$ cat config.mk
export PLATFORM = sky130hd
export DESIGN_NAME = sram_bus_arbiter
export DESIGN_NICKNAME = d
export VERILOG_FILES = /design/src/rtl/sram_bus_arbiter_pkg.sv /design/src/rtl/sram_bus_arbiter_port_mux.sv /design/src/rtl/sram_bus_arbiter.sv
export SDC_FILE = /design/constraint.sdc
export NUM_CORES = 1
export LEC_CHECK = 0
export ABC_AREA = 1
export ABC_CLOCK_PERIOD_IN_PS = 2200
export BUFFER_PORTS_ARGS = -buffer_cell sky130_fd_sc_hd__buf_4
export CAP_MARGIN = 0
export CORE_UTILIZATION = 25
export DETAILED_ROUTE_END_ITERATION = 12
export GPL_TIMING_DRIVEN = 1
export HOLD_SLACK_MARGIN = 0.05
export PLACE_DENSITY = 0.52
export SLEW_MARGIN = 20
export SYNTH_ARGS = -nofsm -noshare
export SYNTH_HDL_FRONTEND = slang
export SYNTH_SLANG_ARGS = --single-unit
$ cat constraint.sdc
create_clock -name Clk -period 2.2 [get_ports Clk]
set_clock_uncertainty 0.1 [all_clocks]
set_input_delay 0.44 -clock Clk [delete_from_list [all_inputs] [get_ports Clk]]
set_output_delay 0.44 -clock Clk [all_outputs]
set_load 0.02 [all_outputs]
$ cat src/rtl/sram_bus_arbiter_pkg.sv
// Shared types and default sizes for the SRAM bus arbiter.
//   arb_state_t : arbiter FSM states
//   owner_t     : current bus owner, also exported on the owner status port
package sram_bus_arbiter_pkg;

  localparam int unsigned ADDR_W_DEF       = 20;
  localparam int unsigned DATA_W_DEF       = 16;
  localparam int unsigned TA_CYCLES_DEF    = 1;
  localparam int unsigned CFC_WAIT_MAX_DEF = 800;
  // Turnaround counter width; TA_CYCLES is limited to 1..3
  localparam int unsigned TA_W             = 2;

  typedef enum logic [1:0] {
    IDLE    = 2'd0,
    CFC_OWN = 2'd1,
    NFC_OWN = 2'd2,
    TURN    = 2'd3
  } arb_state_t;

  typedef enum logic [1:0] {
    OWNER_NONE = 2'b00,
    OWNER_CFC  = 2'b01,
    OWNER_NFC  = 2'b10
  } owner_t;

endpackage

$ cat src/rtl/sram_bus_arbiter_port_mux.sv
// SRAM pin mux: passes the owning controller's address, write data and strobes
// straight through; with no owner, drives zeros and inactive (high) strobes.
//   owner_i             : current owner
//   cfc_* / nfc_*       : requester address, write data, we_n, oe_n
//   sram_*_o            : muxed SRAM address, write data, we_n, oe_n
module sram_bus_arbiter_port_mux
  import sram_bus_arbiter_pkg::*;
#(
  parameter int unsigned ADDR_W = ADDR_W_DEF,
  parameter int unsigned DATA_W = DATA_W_DEF
) (
  input  owner_t            owner_i,
  input  logic [ADDR_W-1:0] cfc_addr_i,
  input  logic [DATA_W-1:0] cfc_wdata_i,
  input  logic              cfc_we_n_i,
  input  logic              cfc_oe_n_i,
  input  logic [ADDR_W-1:0] nfc_addr_i,
  input  logic [DATA_W-1:0] nfc_wdata_i,
  input  logic              nfc_we_n_i,
  input  logic              nfc_oe_n_i,
  output logic [ADDR_W-1:0] sram_addr_o,
  output logic [DATA_W-1:0] sram_wdata_o,
  output logic              sram_we_n_o,
  output logic              sram_oe_n_o
);

  always_comb begin
    sram_addr_o  = '0;
    sram_wdata_o = '0;
    sram_we_n_o  = 1'b1;
    sram_oe_n_o  = 1'b1;
    case (owner_i)
      OWNER_CFC: begin
        sram_addr_o  = cfc_addr_i;
        sram_wdata_o = cfc_wdata_i;
        sram_we_n_o  = cfc_we_n_i;
        sram_oe_n_o  = cfc_oe_n_i;
      end
      OWNER_NFC: begin
        sram_addr_o  = nfc_addr_i;
        sram_wdata_o = nfc_wdata_i;
        sram_we_n_o  = nfc_we_n_i;
        sram_oe_n_o  = nfc_oe_n_i;
      end
      default: ;
    endcase
  end

endmodule

$ cat src/rtl/sram_bus_arbiter.sv
// Arbitrates the single off-chip SRAM between the current-frame controller
// (CFC) and next-frame controller (NFC). Ownership only changes at the owner's
// step_done, with a TA_CYCLES idle gap between owners. CFC is never preempted.
//   Clk, Reset (sync, active-high)
//   cfc_req/nfc_req, cfc_step_done/nfc_step_done : requester handshake
//   cfc_en/nfc_en   : enable to the owning controller
//   cfc_*/nfc_* addr/wdata/we_n/oe_n -> SRAM_ADDRESS/Data_to_SRAM/SRAM_WE_N/SRAM_OE_N
//   owner           : 00 none, 01 CFC, 10 NFC
//   cfc_starved     : sticky, CFC waited more than CFC_WAIT_MAX cycles
module sram_bus_arbiter
  import sram_bus_arbiter_pkg::*;
#(
  parameter int unsigned ADDR_W       = ADDR_W_DEF,
  parameter int unsigned DATA_W       = DATA_W_DEF,
  parameter int unsigned TA_CYCLES    = TA_CYCLES_DEF,
  parameter int unsigned CFC_WAIT_MAX = CFC_WAIT_MAX_DEF
) (
  input  logic              Clk,
  input  logic              Reset,
  input  logic              cfc_req,
  input  logic              cfc_step_done,
  input  logic              nfc_req,
  input  logic              nfc_step_done,
  output logic              cfc_en,
  output logic              nfc_en,
  input  logic [ADDR_W-1:0] cfc_addr,
  input  logic [ADDR_W-1:0] nfc_addr,
  input  logic [DATA_W-1:0] cfc_wdata,
  input  logic [DATA_W-1:0] nfc_wdata,
  input  logic              cfc_we_n,
  input  logic              nfc_we_n,
  input  logic              cfc_oe_n,
  input  logic              nfc_oe_n,
  output logic [ADDR_W-1:0] SRAM_ADDRESS,
  output logic [DATA_W-1:0] Data_to_SRAM,
  output logic              SRAM_WE_N,
  output logic              SRAM_OE_N,
  output logic [1:0]        owner,
  output logic              cfc_starved
);

  localparam int unsigned WAIT_W = $clog2(CFC_WAIT_MAX) + 1;

  arb_state_t        state_q,    state_d;
  arb_state_t        target_q,   target_d;
  logic [TA_W-1:0]   ta_cnt_q,   ta_cnt_d;
  logic [WAIT_W-1:0] wait_cnt_q, wait_cnt_d;
  logic              starved_q,  starved_d;
  owner_t            owner_c;

  // State register
  always_ff @(posedge Clk) begin
    if (Reset) begin
      state_q    <= IDLE;
      target_q   <= IDLE;
      ta_cnt_q   <= '0;
      wait_cnt_q <= '0;
      starved_q  <= 1'b0;
    end else begin
      state_q    <= state_d;
      target_q   <= target_d;
      ta_cnt_q   <= ta_cnt_d;
      wait_cnt_q <= wait_cnt_d;
      starved_q  <= starved_d;
    end
  end

  // Next-state, turnaround counter and CFC starvation monitor
  always_comb begin
    state_d    = state_q;
    target_d   = target_q;
    ta_cnt_d   = ta_cnt_q;
    wait_cnt_d = wait_cnt_q;
    starved_d  = starved_q;

    case (state_q)
      IDLE: begin
        if (cfc_req) begin
          state_d = CFC_OWN;
        end else if (nfc_req) begin
          state_d = NFC_OWN;
        end
      end
      CFC_OWN: begin
        // CFC releases only once it has no further work pending
        if (cfc_step_done && !cfc_req) begin
          if (nfc_req) begin
            state_d  = TURN;
            target_d = NFC_OWN;
            ta_cnt_d = '0;
          end else begin
            state_d = IDLE;
          end
        end
      end
      NFC_OWN: begin
        // A waiting CFC takes the bus at NFC's next pause point
        if (nfc_step_done) begin
          if (cfc_req) begin
            state_d  = TURN;
            target_d = CFC_OWN;
            ta_cnt_d = '0;
          end else if (!nfc_req) begin
            state_d = IDLE;
          end
        end
      end
      TURN: begin
        if (ta_cnt_q == TA_W'(TA_CYCLES - 1)) begin
          state_d = target_q;
        end else begin
          ta_cnt_d = ta_cnt_q + TA_W'(1);
        end
      end
      default: state_d = IDLE;
    endcase

    if ((state_d == CFC_OWN) && (state_q != CFC_OWN)) begin
      wait_cnt_d = '0;
    end else if (cfc_req && (state_q != CFC_OWN) && (wait_cnt_q != '1)) begin
      wait_cnt_d = wait_cnt_q + WAIT_W'(1);
    end

    if (wait_cnt_q > WAIT_W'(CFC_WAIT_MAX)) begin
      starved_d = 1'b1;
    end
  end

  // Status decoded from the registered state
  always_comb begin
    owner_c = OWNER_NONE;
    case (state_q)
      CFC_OWN: owner_c = OWNER_CFC;
      NFC_OWN: owner_c = OWNER_NFC;
      default: owner_c = OWNER_NONE;
    endcase
  end

  assign cfc_en      = (state_q == CFC_OWN);
  assign nfc_en      = (state_q == NFC_OWN);
  assign owner       = 2'(owner_c);
  assign cfc_starved = starved_q;

  sram_bus_arbiter_port_mux #(
    .ADDR_W (ADDR_W),
    .DATA_W (DATA_W)
  ) u_port_mux (
    .owner_i      (owner_c),
    .cfc_addr_i   (cfc_addr),
    .cfc_wdata_i  (cfc_wdata),
    .cfc_we_n_i   (cfc_we_n),
    .cfc_oe_n_i   (cfc_oe_n),
    .nfc_addr_i   (nfc_addr),
    .nfc_wdata_i  (nfc_wdata),
    .nfc_we_n_i   (nfc_we_n),
    .nfc_oe_n_i   (nfc_oe_n),
    .sram_addr_o  (SRAM_ADDRESS),
    .sram_wdata_o (Data_to_SRAM),
    .sram_we_n_o  (SRAM_WE_N),
    .sram_oe_n_o  (SRAM_OE_N)
  );

  // Bus invariants: never two owners, never strobes without an owner
  always @(posedge Clk) begin
    if (!Reset) begin
      assert (!(cfc_en && nfc_en));
      assert ((owner != 2'b00) || (SRAM_WE_N && SRAM_OE_N));
    end
  end

endmodule

==> impl_metrics.json, run 1 <==
{
  "drv_cap": 0,
  "drv_slew": 0,
  "busiest_layer": "met2",
  "setup_viol": 0,
  "path_clk_slew_ns": 0.07,
  "cts_hold_buf": 0,
  "dieArea_um2": 7370,
  "vias": 2312,
  "hp-class": "input pin to register",
  "io_pins": 125,
  "drc": 0,
  "fin_tns_setup_ns": 0,
  "p_total_mw": 1.36,
  "area_growth_pct": 64.8,
  "grt_use_met1_pct": 18.6,
  "finalCritPeriodShare_pct": 97.5,
  "place_area_um2": 2810,
  "nFillCells": 745,
  "overflow": 0,
  "grt_antenna_before_repair": 0,
  "syn_area_um2": 1760,
  "worst_pin_slew_ns": 0.334,
  "fmax_mhz": 466,
  "reg2reg_from": "state_q[0]$_SDFF_PP0_",
  "utilization_pct": 42.6,
  "grt_pass1_vias": 2107,
  "status": "finished, final reports clean",
  "ant_nets": 0,
  "drtIter0Drc": 59,
  "synthMuxAreaShare_pct": 0,
  "synth_xor_area_share_pct": 2.99,
  "hold_start": "Reset",
  "cp-start-kind": "register",
  "synth_top_family_by_area": "simple AND/OR/NAND/NOR gates",
  "cp-end-kind": "output pin",
  "powerDensity_nw_per_um2": 471,
  "pre_cts_ws_ns": 0.199,
  "cts_setup_buffers": 0,
  "wl_per_cell_um": 12.1,
  "arrival_ns": 1.61,
  "layout-drive-gt1-share_pct": 38.5,
  "place_congestion": 0.791,
  "vias_per_cell": 4.45,
  "synth_compound_area_share_pct": 19.3,
  "dp_hpwl_mm": 5.00,
  "final_area_um2": 2900,
  "path_max_fanout": 38,
  "cts_tree": "done",
  "yosys.area_share.simple_pct": 39.5,
  "seqCellArea_um2": 363,
  "core_area_um2": 6790,
  "holdWs_ns": 0.292,
  "cts_root_buf": "clkbuf_8",
  "first_pass_iters": 4,
  "setup_ws_ns": 0.0543,
  "placed_cells": 516,
  "yosysWarningCount": 0,
  "grt_use_met3_pct": 2.31,
  "clock_latency_ns": 0.25,
  "ys_seq_area_share_pct": 20.5,
  "leakagePower_nw": 1.28,
  "path_class": "register to output pin",
  "io_buffer_count": 124,
  "num_rows": 30,
  "stdcell_count": 519,
  "multi_input_area_um2": 1210,
  "grt_max_degree": 39,
  "diodes": 0,
  "grtUsageMet2_pct": 31.8,
  "cts.sinks": 18,
  "synth_cells": 303,
  "start_util_pct": 25.9,
  "fp.dieW_um": 85.8,
  "slew_headroom_pct": 77.7,
  "clock_path_buffers": 2,
  "h-tree-depth": 1,
  "ir_drop_v": 0.000303,
  "fin_nets": 516,
  "synth-seq-cells": 18,
  "dieHeight_um": 85.8,
  "syn-num-nets": 394,
  "period_minus_slack_ns": 2.15,
  "numCtsBuffers": 3,
  "hold_viol_final": 0,
  "synth_area_per_cell_um2": 5.80,
  "synth_cell_types": 31,
  "track_usage_pct": 16.5,
  "worstSetupStartpoint": "state_q[1]$_SDFF_PP0_",
  "wirelength_mm": 6.27,
  "grt_pass1_wl_mm": 9.87,
  "synthAdderAreaFrac_pct": 6.41,
  "worstPathRequired_ns": 1.66,
  "rsz0062_at_grt": "true"
}
critical path, stage by stage (launching register included):
cell,delay [ns]
dfxtp_2,0.33
inv_2,0.07
ha_4,0.28
inv_1,0.07
buf_12,0.17
a221o_1,0.26
buf_4,0.16
power by group:
group / total, mW / internal [mW] / leakage, nW / switching, mW
registers: 0.364 / 0.348 / 0.147 / 0.0163
logic: 0.770 / 0.337 / 1.12 / 0.434
clock network: 0.228 / 0.122 / 0.0216 / 0.106
total: 1.36 / 0.806 / 1.28 / 0.556
cell families after synthesis:
logic type	count (synthesis)
simple gates	161
flops	18
fa+ha+maj	9
buf+inv	47
compound gates	62
xor+xnor	6
synth_stat cells, drive strengths merged:
library cell    n  share of area [%]
o21ai          12                3.8
inv            32                7.0
clkbuf          6                1.3
a221o           2                1.1
a41oi           1               0.50
o22ai           1               0.36
nand3b          1               0.43
nand3          16                4.8
a21oi          45                 13
ha              9                6.4
buf             9                3.0
nor2           30                7.8
nand2         109                 24
o21a            1               0.43
xor2            4                2.0
dfxtp          18                 21
xnor2           2                1.0
nand4           3                1.1
nor3            2                1.5
registers in the layout, summed over array words and instances, names as in the netlist:
name         flops
cfc_starved      1
ta_cnt_q         2
target_q         2
state_q          2
wait_cnt_q      11
metal layers:
layer | vias to the layer above | wire, um
met2 | 82 | 3130
met1 | 1013 | 2620
li1 | 1203 | -
met3 | 14 | 379
met4 | 0 | 135
met5 | - | 0
worst paths after layout:
kind / depth (start not counted) / endpoint / slack, ns
setup reg to reg: 9 / wait_cnt_q[7]$_SDFFE_PP0P_ / 0.37
hold reg to reg: 2 / ta_cnt_q[1]$_SDFFE_PP0P_ / 0.38
hold / removal: 2 / state_q[1]$_SDFF_PP0_ / 0.29
setup / recovery: 6 / SRAM_WE_N / 0.05
cell type report:
type	count	share of cell area, %
clock buffers	3	1.43
flip-flops and latches	18	12.5
repair buffers	132	35.7
inverters	32	4.32
multi-input cells	238	41.9
well taps	96	4.15
cell usage in the layout (no fill, tap or decap):
master      n
nand4_1     3
nand3_2     1
ha_4        1
inv_2       4
xnor2_1     2
nand2_2     1
nor3_2      1
nor2_1     20
nor2_2     10
buf_4     128
a21oi_1    44
clkbuf_8    3
nand2_1   107
xor2_1      4
o22ai_1     1
nand3b_1    1
o21ai_0    10
a41oi_1     1
ha_1        7
dfxtp_1    16
buf_12      3
nand2_4     1
ha_2        1
buf_6       1
dfxtp_2     2
a221o_1     2
o21ai_2     2
o21a_1      1
nor3_4      1
a21oi_2     1
nand3_1    15
inv_1      26
inv_4       2
what timing repair did:
| action | 4_1_cts | 5_1_grt |
|---|---|---|
| hold endpoints to repair | 0 | 0 |
| cloned | 0 | 0 |
| endpoints found under the setup margin | 2 | 20 |
| resized for setup | 3 | 10 |
Note: power is estimated with default switching activity, not from simulation.
==> run 2, diff against run 1 <==
==> constraint.sdc (replaced) <==
create_clock -name Clk -period 2.2 [get_ports Clk]
set_clock_uncertainty 0.1 [all_clocks]
set_input_delay 0.33 -clock Clk [delete_from_list [all_inputs] [get_ports Clk]]
set_output_delay 0.33 -clock Clk [all_outputs]
set_load 0.02 [all_outputs]
==> impl_metrics.json, run 2 (synthesis gave the netlist of run 1 again) <==
{
  "area_growth_pct": 63.8,
  "dp_hpwl_mm": 4.88,
  "dieArea_um2": 7370,
  "worstPathRequired_ns": 1.77,
  "track_usage_pct": 16.3,
  "grt_pass1_vias": 2030,
  "top_register": "wait_cnt_q",
  "cts_tree": "done",
  "hold_depth": 2,
  "io_buffer_count": 124,
  "path_max_fanout": 13,
  "grt_antenna_before_repair": 0,
  "core_area_um2": 6790,
  "place_area_um2": 2800,
  "worst_pin_slew_ns": 0.328,
  "wl_per_cell_um": 11.7,
  "io_pins": 125,
  "status": "finished, final reports clean",
  "finalCritPeriodShare_pct": 94.9,
  "numCtsBuffers": 3,
  "drc": 0,
  "setup_viol": 0,
  "stdcell_count": 518,
  "clock_latency_ns": 0.26,
  "layout_commonest_cell": "buf_4",
  "cp-end-kind": "output pin",
  "period_minus_slack_ns": 2.09,
  "path_class": "register to output pin",
  "largest_register_ffs": 11,
  "cts_root_buf": "clkbuf_8",
  "cts.sinks": 18,
  "fin_nets": 514,
  "fmax_mhz": 479,
  "wirelength_mm": 6.09,
  "rr_worst_depth": 9,
  "dieHeight_um": 85.8,
  "h-tree-depth": 1,
  "powerDensity_nw_per_um2": 485,
  "hold_viol_final": 0,
  "reg2reg_from": "state_q[1]$_SDFF_PP0_",
  "p_total_mw": 1.40,
  "final_cell_mix": "buf_4, nand2_1, a21oi_1",
  "rsz0062_at_grt": "false",
  "arrival_ns": 1.66,
  "swShare_pct": 40.4,
  "fp.dieW_um": 85.8,
  "leakagePower_nw": 1.28,
  "slew_headroom_pct": 78.1,
  "diodes": 0,
  "hold_start": "Reset",
  "ant_nets": 0,
  "cp-start-kind": "register",
  "start_util_pct": 25.9,
  "drv_slew": 0,
  "drtIter0Drc": 85,
  "reg2reg_to": "wait_cnt_q[7]$_SDFFE_PP0P_",
  "p_comb_share_pct": 54.2,
  "place_congestion": 0.808,
  "grt_max_degree": 39,
  "grt_pass1_wl_mm": 9.65,
  "placed_cells": 514,
  "final_area_um2": 2880,
  "r2r_slack_ns": 0.38,
  "internal_power_mw": 0.832,
  "ir_drop_v": 0.000239,
  "vias": 2272,
  "p_switching_mw": 0.564,
  "drv_cap": 0,
  "utilization_pct": 42.4,
  "path_clk_slew_ns": 0.07,
  "hp-class": "input pin to register",
  "first_pass_iters": 5,
  "vias_per_cell": 4.39,
  "layout-drive-gt1-share_pct": 37.9,
  "hold_path_end": "state_q[1]$_SDFF_PP0_",
  "p_seq_share_pct": 26.1,
  "pwr-share-clk_pct": 19.7,
  "clock_path_buffers": 2,
  "fin_tns_setup_ns": 0,
  "overflow": 0,
  "num_rows": 30
}
run 2: cell types whose count changed in the layout (fill, tap and decap cells not counted):
| cell | previous run | this run |
|---|---|---|
| buf_12 | 3 | 2 |
| buf_4 | 128 | 127 |
| clkbuf_8 | 3 | 4 |
| dfxtp_1 | 16 | 17 |
| dfxtp_2 | 2 | 0 |
| dfxtp_4 | 0 | 1 |
| ha_1 | 7 | 8 |
| ha_2 | 1 | 0 |
| inv_2 | 4 | 5 |
| inv_4 | 2 | 1 |
run 2: per-layer routing:
metal  wire length (um)  global-route usage (%)
met3                397                    2.50
met4                 70                    4.09
met2               2970                    31.1
met5                  0                       0
met1               2650                    18.7
run 2: how the worst max path moves through the flow:
stage	start	to	slack [ns]	depth (start not counted)
global placement	state_q[1]$_SDFF_PP0_	SRAM_ADDRESS[13]	0.23	7
CTS	state_q[1]$_SDFF_PP0_	Data_to_SRAM[7]	0.001	7
detailed placement	state_q[1]$_SDFF_PP0_	SRAM_ADDRESS[4]	0.22	7
floorplan	state_q[0]$_SDFF_PP0_	Data_to_SRAM[12]	0.13	6
finish	state_q[1]$_SDFF_PP0_	SRAM_ADDRESS[13]	0.11	7
global route	state_q[1]$_SDFF_PP0_	Data_to_SRAM[7]	0.007	7
run 2: what timing repair did:
| action | 4_1_cts | 5_1_grt |
|---|---|---|
| endpoints found under the setup margin | 12 | 15 |
| pin swaps | 0 | 0 |
| hold buffers | 0 | 0 |
| gates resized for setup | 1 | 4 |
| buffers inserted | 0 | 0 |
| hold endpoints to repair | 0 | 0 |
run 2: final cells by class:
type                       instances  area [um2]
clock buffer                       4        55.1
fill                             726        3920
inverter                          32         123
multi-input combinational        238        1210
sequential                        18         364
tap                               96         120
timing repair buffer             130        1000
run 2: critical path, cell delays in order (launching register included):
cell	delay [ns]
dfxtp_4	0.38
inv_2	0.08
ha_4	0.28
inv_1	0.05
buf_4	0.17
buf_6	0.15
a21oi_1	0.12
buf_4	0.16
run 2: power groups by stage:
stage / combinational, mW / sequential (mW) / clock [mW]
final: 0.757 / 0.364 / 0.275
after global placement: 0.756 / 0.370 / 0
after detailed placement: 0.748 / 0.371 / 0
after CTS: 0.750 / 0.363 / 0.290
after floorplan: 0.429 / 0.370 / 0
after global routing: 0.833 / 0.367 / 0.302
run 2: through the flow:
step	hold slack, ns	setup slack, ns
finish	0.168	0.112
global route	0.173	0.00745
CTS	0.167	0.00124
detailed placement	0.363	0.220
global placement	0.367	0.229
floorplan	0.299	0.128
